### src/rtl/pulp_level_shifter_in_sync.sv
// pulp_level_shifter_in_sync: synchronised, clamped input bank with isolation handshake.
// Define PULP_LEVEL_SHIFTER_GLITCH_FILTER_EN to add a two-sample glitch filter on the data path.
module pulp_level_shifter_in_sync #(
    parameter int unsigned      WIDTH         = 8,
    parameter int unsigned      SYNC_STAGES   = 2,
    parameter int unsigned      SETTLE_CYCLES = 16,
    parameter logic [WIDTH-1:0] CLAMP_VALUE   = '0
) (
    input  logic             clk_i,
    input  logic             rst_i,
    input  logic             pwr_ok_i,
    input  logic             iso_req_i,
    input  logic [WIDTH-1:0] in_i,
    output logic [WIDTH-1:0] out_o,
    output logic             active_o,
    output logic             iso_ack_o
);
    localparam int unsigned CW = $clog2(SETTLE_CYCLES + 1);
    typedef enum logic [1:0] {ISOLATED, SETTLE, ACTIVE} state_t;
    state_t state, state_n;
    logic [CW-1:0] cnt, cnt_n;
    logic [SYNC_STAGES-1:0][WIDTH-1:0] in_q;
    logic [SYNC_STAGES-1:0] pwr_q;
    logic [WIDTH-1:0] sync_d, data;
    logic pwr_ok_s, abort;
    assign sync_d   = in_q[SYNC_STAGES-1];
    assign pwr_ok_s = pwr_q[SYNC_STAGES-1];
    assign abort    = iso_req_i | ~pwr_ok_s;
    always_ff @(posedge clk_i) begin
        if (rst_i) begin
            in_q  <= '0;
            pwr_q <= '0;
        end else begin
            in_q  <= {in_q[SYNC_STAGES-2:0], in_i};
            pwr_q <= {pwr_q[SYNC_STAGES-2:0], pwr_ok_i};
        end
    end
    always_ff @(posedge clk_i) begin
        if (rst_i) begin
            state <= ISOLATED;
            cnt   <= '0;
        end else begin
            state <= state_n;
            cnt   <= cnt_n;
        end
    end
    // Unused encoding falls back to ISOLATED so a captured glitch cannot strand the FSM.
    always_comb begin
        state_n = state;
        cnt_n   = cnt;
        case (state)
            ISOLATED: if (!abort) begin
                state_n = SETTLE;
                cnt_n   = '0;
            end
            SETTLE: if (abort) begin
                state_n = ISOLATED;
                cnt_n   = '0;
            end else begin
                cnt_n   = cnt + CW'(1);
                state_n = (cnt == CW'(SETTLE_CYCLES - 1)) ? ACTIVE : SETTLE;
            end
            ACTIVE:  state_n = abort ? ISOLATED : ACTIVE;
            default: state_n = ISOLATED;
        endcase
    end
`ifdef PULP_LEVEL_SHIFTER_GLITCH_FILTER_EN
    logic [WIDTH-1:0] prev_d, filt_d;
    always_ff @(posedge clk_i) begin
        if (rst_i) begin
            prev_d <= '0;
            filt_d <= CLAMP_VALUE;
        end else begin
            prev_d <= sync_d;
            filt_d <= (sync_d & ~(sync_d ^ prev_d)) | (filt_d & (sync_d ^ prev_d));
        end
    end
    assign data = filt_d;
`else
    assign data = sync_d;
`endif
    assign out_o     = (state == ACTIVE) ? data : CLAMP_VALUE;
    assign active_o  = (state == ACTIVE);
    assign iso_ack_o = (state == ISOLATED);
endmodule

### config.mk
export PLATFORM = sky130hd
export DESIGN_NAME = pulp_level_shifter_in_sync
export DESIGN_NICKNAME = d
export VERILOG_FILES = /design/src/rtl/pulp_level_shifter_in_sync.sv
export SDC_FILE = /design/constraint.sdc
export NUM_CORES = 1
export LEC_CHECK = 0
export BUFFER_PORTS_ARGS = -buffer_cell sky130_fd_sc_hd__buf_2
export CORE_MARGIN = 5
export CORE_UTILIZATION = 35
export DETAILED_ROUTE_END_ITERATION = 8
export GPL_TIMING_DRIVEN = 0
export PLACE_DENSITY_LB_ADDON = 0.2
export SYNTH_ARGS = -nofsm -noshare
export SYNTH_HDL_FRONTEND = slang
export SYNTH_SLANG_ARGS = --single-unit
### constraint.sdc
create_clock -name clk_i -period 2.42 [get_ports clk_i]
set_input_delay 0.121 -clock clk_i [delete_from_list [all_inputs] [get_ports clk_i]]
set_output_delay 0.121 -clock clk_i [all_outputs]
set_load 0.005 [all_outputs]
# After elaboration in Yosys (flattened, before gate mapping)
# Index checks and enable logic that the tools add are counted.
# W data, S select, Z words.
# word_totals
reg_bits,25
inputBits,12
output_inout_bits,10
word_cells,24
# op_classes
addsub,1
n_eq_ne,4
mux,9
bitwise_logic,2
reduce_logical,3
# op_table
cell,count
$mux W5,2
$pmux W5 S2,1
$mux W2,4
$mux W8,1
$pmux W2 S3,1
$add A5 B1 Y5 const B,1
$eq A5 B4 Y1 const B,1
$eq A2 B1 Y1 const B,1
$eq A2 B2 Y1 const B,1
$logic_not A2 Y1,1
$ne A2 B2 Y1 const B,1
$reduce_and A2 Y1,1
$reduce_bool A2 Y1,1
$not A1 Y1,1
$or A1 B1 Y1,1

# Longest topological paths before layout
# depth
depth_word,4
mapped_depth,7
mapped_depth_nobuf,7

# Worst setup path before layout
# OpenSTA, ideal clock, no wires.
# synth_path
path_type,register to register
startpoint,reg cnt[0]
endpoint,reg cnt[4]
setup_ps,129
t_arrival_ps,1189
required_ps,2291
setup_slack_ps,1102
stages_incl_launch_ff,7
path_buffers,0
synth_period_minus_slack_ps,1318
path_cell_list,dfxtp_1 -> ha_1 -> and3_1 -> ha_1 -> inv_1 -> a22oi_1 -> nor2_1
# synth_between
elab_chain_len,3
# synth_lines
element,line,text
"start, declared",21,"logic [CW-1:0] cnt, cnt_n;"
"start signal, assigned",44,cnt <= cnt_n;
$add A5 B1 Y5,60,cnt_n = cnt + CW'(1);
$mux W5,56,SETTLE: if (abort) begin
$pmux W5 S2,51,case (state)
# Every way passes these cells.
# A chain may end at the register's enable or synchronous reset.

# Worst setup path in the final report
# layout_path
startpoint,reg state[1]
endpoint,out out_o[6]
# layout_between
elab_chain_len,2
# layout_lines
element,line,text
"start, declared",20,"state_t state, state_n;"
"start signal, assigned",43,state <= state_n;
$eq A2 B2 Y1,82,assign out_o = (state == ACTIVE) ? data : CLAMP_VALUE;
$mux W8,82,
"end, declared",14,"output logic [WIDTH-1:0] out_o,"
# Every way passes these cells.

==> metrics <==
status finished clean; Initial Util 36.0%; Yosys reg bits 25; Clock power frac 28.2%; most common cell after layout, fill and taps aside dfxtp_1; Setup Skew around 0.0066 ns; first-pass GRT wire length 2.31 mm; H-tree depth 1; WHS 0.0109 ns; initial antenna violation count 0; Hold/Removal Path Class in -> reg; register share of total power 66.2%; Post-Route WL 1.34 mm; clk_lat worst skew 0.31 ns; hpwl dp 954 um; sequential share of the synthesized area a little under three fifths; leak pwr 0.480 nW; WP data required between 2 and 2.5 ns; setup TNS 0 ns; Core ar. 0.00245 mm^2; largest cells by area after synthesis dfxtp_1 57%, nor2b_1 14%, and2_1 5.7%, ha_1 2.8%, nor2_1 2.5%; endpoints failing setup 0; Slew @ Worst Pin 0.506 ns; Max-Cap Viols 0; crit path buf inv count 2; Worst slew margin 66.2%; RSZ-0062 raised after global routing false; cts bufs inserted 3; top-level I/O count 22; top-area cell type share of the netlist area around 57%; Switching Share a little over a fifth; Sink Count 25; Syn-to-layout area delta 25.2%; Post-Syn Area per Cell around 10 um^2; final layout net count 130; Die X 60.3 um; die footprint 0.00363 mm^2; critical path cell sequence nor2b_1 -> buf_2 -> and2_1 -> buf_2; GR Util All Layers around 8.9%; max-slew violations 0; Yosys top cell by area dfxtp_1; Syn. warnings 0; critical path's top delay family flip-flops; clock root cell clkbuf_4; GP Congestion 0.696; Gate power share under 10%; CTS tree yes; Die Span Y around 60 um; Cell Area, Synth 885 um^2; Inst Count DP 136; DRC 0; Max IR drop VDD 0.569 mV; period utilisation layout 61.7%; 1st-pass router iterations 4; Post-CTS Resized 0; critical path type reg -> out; Fillers 239; critical path endpoint category output pin; Max Fclk 670 MHz; most frequent cells in the layout 25 x dfxtp_1, 22 x buf_2, 20 x nor2b_1, 8 x and2_1, 6 x nor2_1; wire per inst approximately 9 um; Hold Vio Cnt, Final 0; Critical Path AT approximately 1.4 ns; DR vias/cell about 4.3; Pint 0.000510 W; Mapped Cells 85; pin count of the biggest net entering global routing 16; Synth cell types 21; Tmin final 1.49 ns; Critical Path Most Common Cell buf_2; CP max FO 10; type of origin of the critical path register; DR iter-0 viols 12; Slowest-stage cell, CP dfxtp_1; Sw Pwr 0.000137 W; grt total ovfl 0; post-route ant nets 0; Power Density 584 mW/mm^2; layout cells sized above 1 25.2%; vias in the first global route 555; Site Rows 18; I/O Buffers 21; Mapped Nets slightly below 100; Clock Path Buffers 2; Layout Utilization 45.1%; CP max stage delay 0.48 ns; via count 618; Worst-path clk slew 0.13 ns; fin cells 145; Antenna Cells 0
[worst reg2reg max path: cells and delay by family (launching register included)]
| family | cells | cell delay (ns) |
|---|---|---|
| adder cells (fa/ha/maj) | 2 | 0.49 |
| flip-flops | 1 | 0.37 |
| AND/OR/NAND/NOR | 2 | 0.24 |
| AO/OA/AOI/OAI | 1 | 0.15 |
| buffers and inverters | 1 | 0.03 |
[logic make-up (layout without fill, tap and decap cells)]
group	Yosys count	count (layout)	synth area share, %
simple gates	42	42	29.3
flops	25	25	56.6
compound gates	9	9	7.50
buf+inv	6	36	2.69
fa+ha+maj	2	2	2.83
mux	1	1	1.13
[sequential cells by signal (all words and copies together) (netlist names)]
name / cells
cnt: 5
state: 2
in_q: 8
data: 8
pwr_q: 2
[layout make-up]
class / instances / area [um^2] / area share [%]
buffer: 3 / 12.5 / 1.13
clock buffer: 3 / 22.5 / 2.03
clock inverter: 1 / 7.51 / 0.678
inverter: 3 / 11.3 / 1.02
multi-input combinational: 54 / 360 / 32.5
sequential: 25 / 500 / 45.2
tap: 30 / 37.5 / 3.39
timing repair buffer: 26 / 155 / 14.0
[stage by stage]
step                setup WS (ns)  total power (W)  area [um^2]
floorplan                    1.10         0.000455          885
global placement             1.06         0.000467         1030
detailed placement           1.04         0.000468         1030
CTS                         0.869         0.000658         1110
global route                0.756         0.000679         1110
finish                      0.926         0.000647         1110
[cell usage after synthesis]
cell type and instances:
and2_1 8, dfxtp_1 25, ha_1 2, nor3_1 2, o21bai_1 1, nand2b_4 1
clkbuf_1 2, inv_1 3, nor2b_1 20, mux2i_1 1, a21oi_1 3, a211oi_1 1
nand2_1 2, nand3_1 1, nor2_1 6, and3_1 1, a22oi_1 2, a41oi_1 1
buf_2 1, a211oi_2 1, nor3b_4 1
[power groups by stage]
stage | Combinational [W] | Clock (W) | Sequential (W)
after floorplan | 0.0000174 | 0 | 0.000437
after global placement | 0.0000295 | 0 | 0.000438
after detailed placement | 0.0000302 | 0 | 0.000438
after CTS | 0.0000364 | 0.000193 | 0.000429
after global routing | 0.0000405 | 0.000208 | 0.000430
final | 0.0000360 | 0.000182 | 0.000429
[what timing repair did]
item	in CTS	in global routing
hold buffers	5	0
endpoints found under the setup margin	0	0
endpoints found under the hold margin	5	0
buffers inserted	0	0
[layer usage]
layer	track usage (%)	share of wire (%)
met4	4.11	1.0
met3	4.97	9.3
met2	13.6	47
met1	10.2	43
met5	0	0
[worst paths after layout]
path | startpoint | endpoint | slack, ns | depth (start not counted)
setup / recovery | state[1] | out_o[6] | 0.93 | 4
hold / removal | in_i[7] | in_q[7] | 0.01 | 2
hold reg to reg | in_q[1] | data[1] | 0.45 | 1
setup reg to reg | cnt[0] | cnt[4] | 1.01 | 6
No activity file was read; power rests on OpenSTA's default activity.
